`config.mk`:
```
export PLATFORM = sky130hd
export DESIGN_NAME = rom_fetch_sched
export DESIGN_NICKNAME = d
export VERILOG_FILES = /design/src/rtl/rom_fetch_sched_pkg.sv /design/src/rtl/rom_fetch_sched_fetch_queue.sv /design/src/rtl/rom_fetch_sched.sv
export SDC_FILE = /design/constraint.sdc
export NUM_CORES = 1
export LEC_CHECK = 0
export BUFFER_PORTS_ARGS = -buffer_cell sky130_fd_sc_hd__buf_2
export CORE_MARGIN = 2
export CORE_UTILIZATION = 40
export DETAILED_ROUTE_END_ITERATION = 10
export PLACE_DENSITY_LB_ADDON = 0.3
export REMOVE_ABC_BUFFERS = 1
export SLEW_MARGIN = 20
export SYNTH_ARGS = -nofsm -noshare
export SYNTH_HDL_FRONTEND = slang
export SYNTH_SLANG_ARGS = --single-unit
export TNS_END_PERCENT = 30
```
`constraint.sdc`:
```
create_clock -name clk -period 15.2 [get_ports clk]
set_clock_uncertainty 0.05 [all_clocks]
set_input_delay 0.76 -clock clk [delete_from_list [all_inputs] [get_ports clk]]
set_output_delay 0.76 -clock clk [all_outputs]
set_load 0.05 [all_outputs]
```
`src/rtl/rom_fetch_sched_pkg.sv`:
```
// Shared constants and grant-state encoding for the program-ROM fetch scheduler.
package rom_fetch_sched_pkg;

  // Default program-ROM geometry
  localparam int ROM_ADDR_W = 11;
  localparam int ROM_DATA_W = 29;

  // Owner of the single ROM read port in the current cycle
  typedef enum logic [0:0] {
    S_FETCH = 1'b0,
    S_DBG   = 1'b1
  } grant_state_e;

endpackage : rom_fetch_sched_pkg

```
`src/rtl/rom_fetch_sched_fetch_queue.sv`:
```
// Small synchronous FIFO of {pc, instruction} pairs in front of the decoder.
// A flush empties it in one cycle and wins over a same-cycle push or pop.
module fetch_queue
  import rom_fetch_sched_pkg::*;
#(
  parameter int ADDR_W = ROM_ADDR_W,
  parameter int DATA_W = ROM_DATA_W,
  parameter int QDEPTH = 2
) (
  input  logic              clk,
  input  logic              rst_n,
  input  logic              flush_i,
  input  logic              push_i,
  input  logic [ADDR_W-1:0] push_pc_i,
  input  logic [DATA_W-1:0] push_data_i,
  input  logic              pop_i,
  output logic              valid_o,
  output logic              full_o,
  output logic [ADDR_W-1:0] head_pc_o,
  output logic [DATA_W-1:0] head_data_o
);

  localparam int PTR_W = (QDEPTH > 1) ? $clog2(QDEPTH) : 1;
  localparam logic [PTR_W:0] DEPTH_C = QDEPTH[PTR_W:0];

  logic [ADDR_W-1:0] pc_mem   [QDEPTH];
  logic [DATA_W-1:0] data_mem [QDEPTH];

  logic [PTR_W-1:0] wr_ptr_q, wr_ptr_d;
  logic [PTR_W-1:0] rd_ptr_q, rd_ptr_d;
  logic [PTR_W:0]   count_q,  count_d;
  logic             push_ok;
  logic             pop_ok;

  assign valid_o     = (count_q != '0);
  assign full_o      = (count_q == DEPTH_C);
  assign head_pc_o   = valid_o ? pc_mem[rd_ptr_q]   : '0;
  assign head_data_o = valid_o ? data_mem[rd_ptr_q] : '0;

  // Next-state for pointers and occupancy; a push into a full queue only lands alongside a pop
  always_comb begin
    wr_ptr_d = wr_ptr_q;
    rd_ptr_d = rd_ptr_q;
    count_d  = count_q;
    pop_ok   = pop_i && valid_o && !flush_i;
    push_ok  = push_i && !flush_i && (!full_o || pop_ok);
    if (flush_i) begin
      wr_ptr_d = '0;
      rd_ptr_d = '0;
      count_d  = '0;
    end else begin
      if (push_ok) wr_ptr_d = wr_ptr_q + 1'b1;
      if (pop_ok)  rd_ptr_d = rd_ptr_q + 1'b1;
      case ({push_ok, pop_ok})
        2'b10:   count_d = count_q + 1'b1;
        2'b01:   count_d = count_q - 1'b1;
        default: count_d = count_q;
      endcase
    end
  end

  // Control registers: pointers and occupancy
  always_ff @(posedge clk or negedge rst_n) begin
    if (!rst_n) begin
      wr_ptr_q <= '0;
      rd_ptr_q <= '0;
      count_q  <= '0;
    end else begin
      wr_ptr_q <= wr_ptr_d;
      rd_ptr_q <= rd_ptr_d;
      count_q  <= count_d;
    end
  end

  // Storage; empty entries are masked at the output so no reset is needed here
  always_ff @(posedge clk) begin
    if (push_ok) begin
      pc_mem[wr_ptr_q]   <= push_pc_i;
      data_mem[wr_ptr_q] <= push_data_i;
    end
  end

endmodule : fetch_queue

```
`src/rtl/rom_fetch_sched.sv`:
```
// Program-ROM port scheduler: arbitrates the single asynchronous ROM read port
// between instruction prefetch and a debug/loader read, with bounded debug starvation.
module rom_fetch_sched
  import rom_fetch_sched_pkg::*;
#(
  parameter int                 ADDR_W     = ROM_ADDR_W,
  parameter int                 DATA_W     = ROM_DATA_W,
  parameter int                 QDEPTH     = 2,
  parameter int                 STARVE_MAX = 4,
  parameter logic [ADDR_W-1:0]  RESET_PC   = '0
) (
  input  logic              clk,
  input  logic              rst_n,
  output logic [ADDR_W-1:0] rom_addr,
  input  logic [DATA_W-1:0] rom_data,
  input  logic              redir_valid,
  input  logic [ADDR_W-1:0] redir_pc,
  input  logic              instr_ready,
  output logic              instr_valid,
  output logic [DATA_W-1:0] instr_data,
  output logic [ADDR_W-1:0] instr_pc,
  input  logic              dbg_req,
  input  logic [ADDR_W-1:0] dbg_addr,
  output logic              dbg_ack,
  output logic [DATA_W-1:0] dbg_data
);

  localparam int STARVE_W = $clog2(STARVE_MAX + 1);
  localparam logic [STARVE_W-1:0] STARVE_LIM = STARVE_W'(STARVE_MAX);

  grant_state_e        state_q,    state_d;
  logic [ADDR_W-1:0]   fetch_pc_q, fetch_pc_d;
  logic [STARVE_W-1:0] starve_q,   starve_d;
  logic                dbg_ack_q,  dbg_ack_d;
  logic [DATA_W-1:0]   dbg_data_q, dbg_data_d;

  logic q_push;
  logic q_pop;
  logic q_full;
  logic dbg_pend;
  logic full_no_pop;

  fetch_queue #(
    .ADDR_W (ADDR_W),
    .DATA_W (DATA_W),
    .QDEPTH (QDEPTH)
  ) u_queue (
    .clk         (clk),
    .rst_n       (rst_n),
    .flush_i     (redir_valid),
    .push_i      (q_push),
    .push_pc_i   (fetch_pc_q),
    .push_data_i (rom_data),
    .pop_i       (q_pop),
    .valid_o     (instr_valid),
    .full_o      (q_full),
    .head_pc_o   (instr_pc),
    .head_data_o (instr_data)
  );

  assign dbg_ack  = dbg_ack_q;
  assign dbg_data = dbg_data_q;

  // Grant FSM: picks the ROM address, decides push/PC advance, and tracks debug starvation
  always_comb begin
    state_d     = state_q;
    fetch_pc_d  = fetch_pc_q;
    starve_d    = starve_q;
    dbg_ack_d   = 1'b0;
    dbg_data_d  = dbg_data_q;
    rom_addr    = fetch_pc_q;
    q_push      = 1'b0;
    // A redirect discards the head, so the CPU's ready is not a pop that cycle
    q_pop       = instr_valid && instr_ready && !redir_valid;
    // The cycle dbg_ack is visible the requester is still dropping its request
    dbg_pend    = dbg_req && !dbg_ack_q;
    full_no_pop = q_full && !q_pop && !redir_valid;
    case (state_q)
      S_FETCH: begin
        rom_addr = fetch_pc_q;
        if (redir_valid) begin
          fetch_pc_d = redir_pc;
        end else if (!q_full || q_pop) begin
          q_push     = 1'b1;
          fetch_pc_d = fetch_pc_q + 1'b1;
        end
        if (dbg_pend && (full_no_pop || starve_q == STARVE_LIM)) begin
          state_d  = S_DBG;
          starve_d = '0;
        end else if (dbg_pend) begin
          starve_d = starve_q + 1'b1;
        end
      end
      S_DBG: begin
        rom_addr   = dbg_addr;
        dbg_data_d = rom_data;
        dbg_ack_d  = 1'b1;
        starve_d   = '0;
        state_d    = S_FETCH;
        if (redir_valid) fetch_pc_d = redir_pc;
      end
      default: begin
        state_d = S_FETCH;
      end
    endcase
  end

  // State, PC, starvation counter and registered debug read
  always_ff @(posedge clk or negedge rst_n) begin
    if (!rst_n) begin
      state_q    <= S_FETCH;
      fetch_pc_q <= RESET_PC;
      starve_q   <= '0;
      dbg_ack_q  <= 1'b0;
      dbg_data_q <= '0;
    end else begin
      state_q    <= state_d;
      fetch_pc_q <= fetch_pc_d;
      starve_q   <= starve_d;
      dbg_ack_q  <= dbg_ack_d;
      dbg_data_q <= dbg_data_d;
    end
  end

endmodule : rom_fetch_sched
```
# ---- Word level (Yosys, flattened, before mapping)
# Memories as Yosys holds them, arrays and structs flattened.
# Index checks and enable logic that the tools add are counted.
# W data, S select, Z words.
dict set report totals {
  mem_count 2
  ff_bits 49
  out_inout_bits 82
  ram_bits 80
}
# memory depth word_bits read_ports rd_clocked_by_memory_dff write_ports line_no
set mem_list {}
lappend mem_list {u_queue.data_mem 2 29 1 0 1 rom_fetch_sched_fetch_queue.sv:27} ;# logic [DATA_W-1:0] data_mem [QDEPTH];
lappend mem_list {u_queue.pc_mem 2 11 1 0 1 rom_fetch_sched_fetch_queue.sv:26} ;# logic [ADDR_W-1:0] pc_mem [QDEPTH];
dict set report classes {
  n_mux 24
  addsub 6
  n_bitwise 1
  reduce_logical 22
  n_eq_ne 7
}
# op count
set op_table {}
lappend op_table {{$mux W11} 4}
lappend op_table {{$pmux W11 S2} 2}
lappend op_table {{$mux W29} 1}
lappend op_table {{$add A11 B1 Y11 const B} 1}
lappend op_table {{$mux W1} 11}
lappend op_table {{$logic_and A1 B1 Y1} 10}
lappend op_table {{$mux W3} 2}
lappend op_table {{$ne A3 B3 Y1 const B} 2}
lappend op_table {{$pmux W3 S2} 1}
lappend op_table {{$reduce_bool A2 Y1} 3}
lappend op_table {{$eq A2 B2 Y1 const B} 2}
lappend op_table {{$logic_not A1 Y1} 4}
lappend op_table {{$pmux W2 S2} 1}
lappend op_table {{$add A3 B1 Y3 const B} 1}
lappend op_table {{$eq A3 B3 Y1 const B} 1}
lappend op_table {{$logic_or A1 B1 Y1} 3}
lappend op_table {{$reduce_bool A3 Y1} 1}
lappend op_table {{$add A1 B1 Y1 const B} 2}
lappend op_table {{$add A2 B1 Y2 const B} 1}
lappend op_table {{$eq A2 B1 Y1 const B} 1}
lappend op_table {{$mux W2} 1}
lappend op_table {{$ne A2 B2 Y1 const B} 1}
lappend op_table {{$pmux W1 S2} 1}
lappend op_table {{$reduce_and A2 Y1} 1}
lappend op_table {{2 further kinds} 2}

# ---- Depth between registers and ports, before layout
# Gate-level depths: netlist of the first run.
dict set report depth {
  word_depth 12
  depth_mapped 6
  depth_no_buf 5
}

# ---- Cells and area by module
# A second synthesis of the first run with hierarchy kept.
dict set report hier_totals {
  hier_cells 365
  hier_area_um2 5407.7
}
# mod cells_per_inst instances seq_area_each_um2 area_per_inst_um2
set modules_own_cells {}
lappend modules_own_cells {fetch_queue 196 1 2502.4 3269.4}
lappend modules_own_cells {rom_fetch_sched 169 1 1126.1 2138.3}

# ---- Worst setup path after synthesis of the first run
# No wires, ideal clock.
dict set report synth_path {
  path_kind {in2reg}
  start {in instr_ready}
  end {mem u_queue.data_mem[0][0] (netlist name), enable pin}
  t_arrival_ns 4.967
  setup_ns 0.537
  path_stages 4
  n_path_buf 2
  setup_slack_ns 9.646
  required_time_ns 14.613
  path_cell_list {buf_2 -> nor3b_2 -> buf_4 -> nor4_1}
}
dict set report synth_between {
  elab_chain_len 10
}
# element line_no
set synth_rtl {}
lappend synth_rtl {{start, declared} rom_fetch_sched.sv:18} ;# input logic instr_ready,
lappend synth_rtl {{$logic_and A1 B1 Y1 * (2 in a row)} rom_fetch_sched.sv:74} ;# q_pop = instr_valid && instr_ready && !redir_valid;
lappend synth_rtl {{$logic_or A1 B1 Y1} rom_fetch_sched.sv:83} ;# end else if (!q_full || q_pop) begin
lappend synth_rtl {{$mux W1} rom_fetch_sched.sv:83}
lappend synth_rtl {{$mux W1} rom_fetch_sched.sv:81} ;# if (redir_valid) begin
lappend synth_rtl {{$mux W1} rom_fetch_sched.sv:78} ;# case (state_q)
lappend synth_rtl {{$logic_and A1 B1 Y1} rom_fetch_sched_fetch_queue.sv:46} ;# push_ok = push_i && !flush_i && (!full_o || pop_ok);
lappend synth_rtl {{$logic_and A1 B1 Y1 *} rom_fetch_sched_fetch_queue.sv:46}
lappend synth_rtl {{$mux W1 *} rom_fetch_sched_fetch_queue.sv:77} ;# if (push_ok) begin
lappend synth_rtl {{$mux W1 (not written as such) *} rom_fetch_sched_fetch_queue.sv:79} ;# data_mem[wr_ptr_q] <= push_data_i;
lappend synth_rtl {{end, declared} rom_fetch_sched_fetch_queue.sv:27}
# Every way passes the cells marked *; elsewhere a longest branch is shown, timed or not.

# ---- Worst setup path in the final report of the first run
dict set report layout_path {
  start {reg state_q}
  end {out rom_addr[2]}
}
dict set report layout_between {
  elab_chain_len 2
}
# element line_no
set layout_rtl {}
lappend layout_rtl {{start, declared} rom_fetch_sched.sv:31} ;# grant_state_e state_q, state_d;
lappend layout_rtl {{start signal, assigned} rom_fetch_sched.sv:117} ;# state_q <= state_d;
lappend layout_rtl {{$not A1 Y1} --}
lappend layout_rtl {{$pmux W11 S2 *} rom_fetch_sched.sv:78}
lappend layout_rtl {{end, declared} rom_fetch_sched.sv:14} ;# output logic [ADDR_W-1:0] rom_addr,
# Marked as above.

==> flow_metrics.env, run 1 <==
export IMPL_ys_seq_elements=129
export IMPL_crit_path_max_fanout=40
export IMPL_io_buffers=137
export IMPL_nets=566
export IMPL_p_per_area_nw_per_um2=224
export IMPL_worst_ep_arrival_time_ns=2.29
export IMPL_numCtsBuffers=17
export IMPL_endpoint_kind="primary output"
export IMPL_rsz0062_at_grt="false"
export IMPL_fill_cells=1168
export IMPL_slowest_stage="dfrtp_2"
export IMPL_grt_busiest_layer="met2"
export IMPL_path_clk_slew_ns=0.06
export IMPL_criticalPathCategory="flip-flop to primary output"
export IMPL_min_period_ns=3.10
export IMPL_first_pass_iters=6
export IMPL_syn_to_final_growth_pct=27.0
export IMPL_max_stage_delay_ns=0.73
export IMPL_final_layout_size_suffix_gt1_frac=0.431
export IMPL_routed_wl_mm=11.0
export IMPL_fp_dieW_um=120
export IMPL_fp_dieH_um=120
export IMPL_initial_core_util=0.406
export IMPL_fin_hold_ws_ns=0.444
export IMPL_synth_warnings=0
export IMPL_drc=0
export IMPL_dieArea_um2=14300
export IMPL_p_leak_nw=2.78
export IMPL_cts_tree="built"
export IMPL_path_cells="buf_4, mux2_2, buf_2"
export IMPL_maxCapViolCount=0
export IMPL_final_cell_mix="buf_2, edfxtp_1, nor2_1"
export IMPL_max_freq_mhz=323
export IMPL_final_common_cell="buf_2"
export IMPL_hpwl_mm=7.06
export IMPL_cts_setup_buffers=0
export IMPL_antenna_left=0
export IMPL_clk_latency_ns=0.40
export IMPL_cts_root_buf="clkbuf_16"
export IMPL_startpoint_type="flip-flop"
export IMPL_grt_usage=0.161
export IMPL_gr_total_overflow=0
export IMPL_syn_area_um2=5340
export IMPL_final_setup_tns_ns=0
export IMPL_cts_resized=0
export IMPL_grt_use_met2=0.267
export IMPL_gp_congestion=0.748
export IMPL_hp_class="input port to async pin"
export IMPL_via_count=3378
export IMPL_avgSynthCellArea_um2=14.5
export IMPL_worstPathRequired_ns=14.39
export IMPL_grt_pass1_wl_mm=17.7
export IMPL_synth_distinct_cells=32
export IMPL_report_final_slew_viol_count=0
export IMPL_clock_path_buffers=2
export IMPL_top_level_ports=138
export IMPL_grt_max_degree=50
export IMPL_setup_viol=0
export IMPL_report_final_hold_viol_count=0
export IMPL_cts_hold_buf=0
export IMPL_ys_seq_area_frac=0.680
export IMPL_netlist_instances=367
export IMPL_wire_per_inst_um=15.8
export IMPL_met1_usage=0.203
export IMPL_antenna_found_initial=0
export IMPL_cts_sinks=129
export IMPL_n_antenna_cell=0
export IMPL_rows=42
export IMPL_grt_pass1_vias=3485
export IMPL_cts_htree_levels=4
export IMPL_fin_crit_sh=0.204
export IMPL_viasPerCell=4.85
export IMPL_vdd_drop_max_uv=71.9
export IMPL_grt_util_met3=0.0504
export IMPL_tightest_slew_ns=1.06
export IMPL_slew_headroom=0.290
export IMPL_coreArea_um2=13100
export IMPL_drtIter0Drc=205
export IMPL_status="complete, no violations"
-- critical path: cells and delay by family, from the launching register on --
| family | cells | cell delay, ns |
|---|---|---|
| mux | 1 | 0.39 |
| flops | 1 | 0.73 |
| buf+inv | 2 | 0.73 |
-- path summary, 6_finish.rpt --
| kind | slack (ns) | depth (start not counted) | from | end |
|---|---|---|---|---|
| setup reg to reg | 12.62 | 3 | state_q | u_queue.data_mem[1][21] |
| min in group clk | 0.45 | 1 | dbg_data[16] | dbg_data[16] |
| setup / recovery | 12.10 | 3 | state_q | rom_addr[2] |
| max in group asynchronous | 14.17 | 2 | rst_n | u_queue.rd_ptr_q |
| hold reg to reg | 0.45 | 1 | dbg_data[16] | dbg_data[16] |
| hold / removal | 0.44 | 2 | rst_n | dbg_data[9] |
-- metrics by stage --
stage / cells / total power, mW / instance area [um2] / util / worst slack, ns
floorplan: 347 / 0.993 / 5250 / - / 9.47
global placement: 664 / 1.13 / 6200 / 0.472 / 12.45
detailed placement: 664 / 1.14 / 6200 / 0.472 / 12.44
CTS: 696 / 1.54 / 6780 / 0.516 / 12.06
global route: 696 / 1.60 / 6780 / 0.516 / 11.97
finish: 696 / 1.52 / 6780 / 0.516 / 12.10
-- registers in the layout, indices dropped and copies added, names as in the netlist, 2 cells and up --
signal	flops
u_queue.data_mem	58
dbg_data	29
u_queue.pc_mem	22
fetch_pc_q	11
starve_q	3
u_queue.count_q	2
-- layout make-up --
cell class                 count  area (um2)  area share
tap                          176         220      0.0325
inverter                       4        15.0     0.00221
clock inverter                14         154      0.0227
timing repair buffer         141         716       0.106
clock buffer                  18         429      0.0633
multi-input combinational    214        1620       0.238
sequential                   129        3630       0.535
-- per-layer routing --
layer  vias up  wire length (um)
li1       1614                 -
met1      1640              4900
met2       116              5410
met3         8               583
met4         0                80
met5         -                 0
-- power by group --
part	leakage, nW	internal (mW)	switching, mW
registers	1.34	0.477	0.0548
logic	1.16	0.159	0.437
clock network	0.278	0.243	0.150
total	2.78	0.880	0.642
-- cells in the mapped netlist --
library cell   n  area share
nand3b_1       1      0.0014
xor2_1         4      0.0066
mux2i_1       41       0.077
buf_2         12       0.011
and2_1         1      0.0012
nand4_1        2      0.0023
mux2_2        42       0.089
o21ai_0        5      0.0047
dfrtp_1       49        0.23
nand4b_1       2      0.0033
a311oi_1       1      0.0016
nor4_1         3      0.0035
clkbuf_1       7      0.0049
nor4_2         2      0.0047
nor3b_2        1      0.0023
buf_4          1      0.0014
nor4b_2        1      0.0028
nand3_1        5      0.0047
edfxtp_1      80        0.45
xnor2_1        8       0.013
a21oi_1        5      0.0047
nand2b_1       3      0.0035
a22oi_1        1      0.0014
o21ai_1        6      0.0056
nor3_1         6      0.0056
nor2b_1        2      0.0023
inv_1          4      0.0028
nor2_1        49       0.034
ha_1           3      0.0070
nand2_1       17       0.012
a2111oi_2      1      0.0028
nor3b_1        2      0.0028
-- kinds of logic after synthesis --
logic type / share of synthesized area
DFF: 0.680
and+or+nand+nor: 0.0869
muxes: 0.165
buffers and inverters: 0.0204
AOI/OAI and AO/OA: 0.0209
xor gates and xnor gates: 0.0197
adders and majority gates: 0.00703
(Power assumes the default switching activity.)
==> run 2, diff against run 1 <==
- clock period: 15.2 -> 3.1 ns (I/O delays scaled with it)
==> flow_metrics.env, run 2 (synthesis results as in run 1) <==
export IMPL_first_pass_iters=4
export IMPL_p_sw_frac=0.399
export IMPL_min_period_ns=2.34
export IMPL_startpoint_type="flip-flop"
export IMPL_coreArea_um2=13100
export IMPL_p_per_area_nw_per_um2=1060
export IMPL_dieArea_um2=14300
export IMPL_fin_crit_sh=0.755
export IMPL_grt_pass1_wl_mm=17.9
export IMPL_hp_class="input port to flip-flop"
export IMPL_multi_input_area_um2=1620
export IMPL_slew_headroom=0.354
export IMPL_numCtsBuffers=17
export IMPL_n_antenna_cell=0
export IMPL_ff2ff_path_depth=4
export IMPL_vdd_drop_max_uv=484
export IMPL_final_cell_mix="buf_2, edfxtp_1, nor2_1"
export IMPL_report_final_slew_viol_count=0
export IMPL_drc=0
export IMPL_setup_viol=0
export IMPL_cts_root_buf="clkbuf_16"
export IMPL_top_level_ports=138
export IMPL_p_int_mw=4.65
export IMPL_worstPathRequired_ns=3.22
export IMPL_io_buffers=137
export IMPL_via_count=3562
export IMPL_viasPerCell=4.81
export IMPL_grt_util_met3=0.0433
export IMPL_largest_reg_flops=58
export IMPL_clkPwrFrac=0.278
export IMPL_endpoint_kind="flip-flop"
export IMPL_cts_htree_levels=4
export IMPL_tightest_slew_ns=0.967
export IMPL_status="complete, no violations"
export IMPL_gr_total_overflow=0
export IMPL_cts_sinks=129
export IMPL_grt_busiest_layer="met2"
export IMPL_max_freq_mhz=428
export IMPL_antenna_found_initial=0
export IMPL_seqPwrFrac=0.336
export IMPL_fp_dieW_um=120
export IMPL_final_setup_tns_ns=0
export IMPL_wire_per_inst_um=15.5
export IMPL_grt_pass1_vias=3520
export IMPL_crit_path_max_fanout=21
export IMPL_r2r_slack_ns=0.76
export IMPL_final_common_cell="buf_2"
export IMPL_hold_path_depth=4
export IMPL_grt_use_met2=0.273
export IMPL_comb_power_share=0.386
export IMPL_initial_core_util=0.406
export IMPL_syn_to_final_growth_pct=36.7
export IMPL_regMostFlops="u_queue.data_mem"
export IMPL_criticalPathCategory="flip-flop to flip-flop"
export IMPL_clk_latency_ns=0.41
export IMPL_layout_area_seq_um2=3630
export IMPL_path_clk_slew_ns=0.05
export IMPL_routed_wl_mm=11.5
export IMPL_final_area_um2=7300
export IMPL_power_total_mw=7.74
export IMPL_fill_cells=1106
export IMPL_maxCapViolCount=0
export IMPL_fp_dieH_um=120
export IMPL_cts_tree="built"
export IMPL_report_final_hold_viol_count=0
export IMPL_hpwl_mm=7.37
export IMPL_drtIter0Drc=151
export IMPL_met1_usage=0.212
export IMPL_worst_ep_arrival_time_ns=2.46
export IMPL_final_layout_size_suffix_gt1_frac=0.395
export IMPL_nets=611
export IMPL_gp_congestion=0.746
export IMPL_switchingPower_mw=3.09
export IMPL_place_area_um2=6230
export IMPL_rows=42
export IMPL_grt_usage=0.167
export IMPL_clock_path_buffers=2
export IMPL_p_leak_nw=3.01
export IMPL_grt_max_degree=42
export IMPL_rsz0062_at_grt="false"
export IMPL_antenna_left=0
[run 2: power by group through the flow]
stage	clock network, mW	registers [mW]	logic [mW]
floorplan	0	3.36	1.51
global placement	0	2.60	2.95
detailed placement	0	2.63	2.97
CTS	2.19	2.60	3.02
global route	2.27	2.65	3.15
finish	2.15	2.60	2.99
[run 2: layout make-up]
class	instances	area share
inverters	4	0.00206
well taps	176	0.0302
flip-flops and latches	129	0.497
repair buffers	186	0.160
multi-input cells	214	0.221
clock buffers	28	0.0722
clock inverters	4	0.0165
[run 2: path summary, 6_finish.rpt]
| path | start | end |
|---|---|---|
| max in group asynchronous | rst_n | dbg_data[27] |
| setup / recovery | u_queue.count_q[1] | u_queue.data_mem[1][18] |
| min in group asynchronous | rst_n | dbg_data[15] |
| setup reg to reg | u_queue.count_q[1] | u_queue.data_mem[1][18] |
| hold / removal | instr_ready | u_queue.rd_ptr_q |
| hold reg to reg | dbg_data[0] | dbg_data[0] |
[run 2: stage by stage]
stage	worst slack (ns)	std cells	hold slack (ns)	utilization
after detailed placement	0.799	667	0.281	0.474
after CTS	0.701	741	0.0853	0.556
final	0.761	741	0.0940	0.556
after global routing	0.589	741	0.102	0.556
after floorplan	-2.63	347	-0.191	-
after global placement	0.836	667	0.257	0.474
[run 2: what timing repair did]
action / in CTS / in global routing
buffers inserted: 0 / 0
hold buffers: 42 / 0
resized for setup: 0 / 0
endpoints found under the hold margin: 132 / 0
[run 2: layer usage]
metal / wire length, um / share of wire
met1: 5080 / 0.44
met2: 5520 / 0.48
met3: 636 / 0.056
met4: 217 / 0.019
met5: 0 / 0
[run 2: worst max-delay path: stages (launching register included)]
cell and delay, ns:
dfrtp_1 0.49, nor3b_2 0.75, nor3_1 0.13, and2_2 0.42, buf_12 0.25
==> run 3, diff against run 2 <==
- clock period: 3.1 -> 2.3 ns (I/O delays scaled with it)
==> flow_metrics.env, run 3 (synthesis results as in run 1) <==
export IMPL_layout_area_seq_um2=3630
export IMPL_fp_dieW_um=120
export IMPL_setup_viol=0
export IMPL_multi_input_area_um2=1620
export IMPL_grt_pass1_vias=3697
export IMPL_syn_to_final_growth_pct=37.3
export IMPL_rows=42
export IMPL_initial_core_util=0.406
export IMPL_max_freq_mhz=464
export IMPL_worst_ep_arrival_time_ns=1.99
export IMPL_io_buffers=137
export IMPL_gp_congestion=0.785
export IMPL_p_leak_nw=3.02
export IMPL_wire_per_inst_um=15.4
export IMPL_slew_headroom=0.510
export IMPL_first_pass_iters=4
export IMPL_numCtsBuffers=17
export IMPL_report_final_slew_viol_count=0
export IMPL_coreArea_um2=13100
export IMPL_grt_usage=0.171
export IMPL_tightest_slew_ns=0.734
export IMPL_vdd_drop_max_uv=732
export IMPL_grt_pass1_wl_mm=18.6
export IMPL_top_level_ports=138
export IMPL_min_period_ns=2.15
export IMPL_antenna_left=0
export IMPL_hp_class="input port to flip-flop"
export IMPL_crit_path_max_fanout=34
export IMPL_cts_htree_levels=4
export IMPL_final_layout_size_suffix_gt1_frac=0.403
export IMPL_nets=612
export IMPL_routed_wl_mm=11.4
export IMPL_endpoint_kind="primary output"
export IMPL_maxCapViolCount=0
export IMPL_drtIter0Drc=234
export IMPL_p_per_area_nw_per_um2=1420
export IMPL_cts_sinks=129
export IMPL_largest_reg_flops=58
export IMPL_cts_root_buf="clkbuf_16"
export IMPL_report_final_hold_viol_count=0
export IMPL_status="complete, no violations"
export IMPL_drc=0
export IMPL_fin_util=0.558
export IMPL_grt_max_degree=41
export IMPL_power_total_mw=10.4
export IMPL_criticalPathCategory="flip-flop to primary output"
export IMPL_clk_latency_ns=0.41
export IMPL_startpoint_type="flip-flop"
export IMPL_gr_total_overflow=0
export IMPL_path_clk_slew_ns=0.06
export IMPL_viasPerCell=4.79
export IMPL_regMostFlops="u_queue.data_mem"
export IMPL_final_common_cell="buf_2"
export IMPL_fin_crit_sh=0.936
export IMPL_cts_tree="built"
export IMPL_fill_cells=1084
export IMPL_via_count=3557
export IMPL_antenna_found_initial=0
export IMPL_fp_dieH_um=120
export IMPL_dieArea_um2=14300
export IMPL_n_antenna_cell=0
export IMPL_clock_path_buffers=2
export IMPL_worstPathRequired_ns=2.13
export IMPL_rsz0062_at_grt="false"
export IMPL_hpwl_mm=7.32
export IMPL_final_cell_mix="buf_2, edfxtp_1, nor2_1"
==> run 3: changes by cell type in the layout (fill, tap and decap cells not counted), sizes merged <==
cell,previous run,this run
clkinv,0,4
clkinvlp,0,2
bufinv,4,3
buf,144,145
clkbuf,28,23
==> run 3: report_power, final <==
| part | total (mW) | leakage (nW) | switching (mW) | internal, mW |
|---|---|---|---|---|
| Sequential | 3.47 | 1.34 | 0.321 | 3.15 |
| Combinational | 4.09 | 1.37 | 2.93 | 1.16 |
| Clock | 2.81 | 0.310 | 0.935 | 1.88 |
==> run 3: path summary, 6_finish.rpt <==
| check | start | to | slack (ns) | cells after the start |
|---|---|---|---|---|
| hold reg to reg | dbg_data[4] | dbg_data[4] | 0.45 | 1 |
| min in group asynchronous | rst_n | dbg_data[22] | 0.24 | 2 |
| setup / recovery | state_q | rom_addr[10] | 0.15 | 4 |
| setup reg to reg | fetch_pc_q[0] | fetch_pc_q[10] | 0.41 | 5 |
| hold / removal | instr_ready | u_queue.rd_ptr_q | 0.10 | 4 |
| max in group asynchronous | rst_n | dbg_data[1] | 1.17 | 3 |
==> run 3: routing by layer <==
layer | up-vias | GRT usage | share of wire
met5 | - | 0 | 0
met4 | 0 | 0.0581 | 0.015
met3 | 17 | 0.0537 | 0.051
met2 | 112 | 0.275 | 0.48
met1 | 1732 | 0.221 | 0.45
li1 | 1696 | - | -
==> run 3: final cells by class <==
cell class,count,share of cell area
Tap cell,176,0.0300
Inverter,4,0.00205
Clock buffer,23,0.0695
Multi-Input combinational cell,214,0.221
Clock inverter,9,0.0171
Timing Repair Buffer,187,0.165
Sequential cell,129,0.495
==> run 3: per-stage QoR <==
step,TNS [ns],hold slack [ns],setup slack (ns),area [um2],instances
final,0,0.101,0.146,7330,742
after global routing,0,0.129,0.0258,7330,742
after detailed placement,0,0.148,0.112,6270,668
after CTS,0,0.0817,0.0519,7320,742
after global placement,0,0.134,0.158,6270,668
after floorplan,-171.03,-0.231,-3.43,5250,347
==> run 3: worst max-delay path: stages (launching register included) <==
cell and delay [ns]:
dfrtp_2 0.35, buf_4 0.34, buf_8 0.29, mux2_2 0.36
buf_2 0.21
==> run 3: what timing repair did <==
item / in CTS / in global routing
gates cloned: 0 / 0
hold buffers: 42 / 0
pin swaps: 0 / 0
gates resized for setup: 1 / 2
endpoints found under the hold margin: 126 / 0
buffers inserted: 0 / 0
setup endpoints to repair: 5 / 44
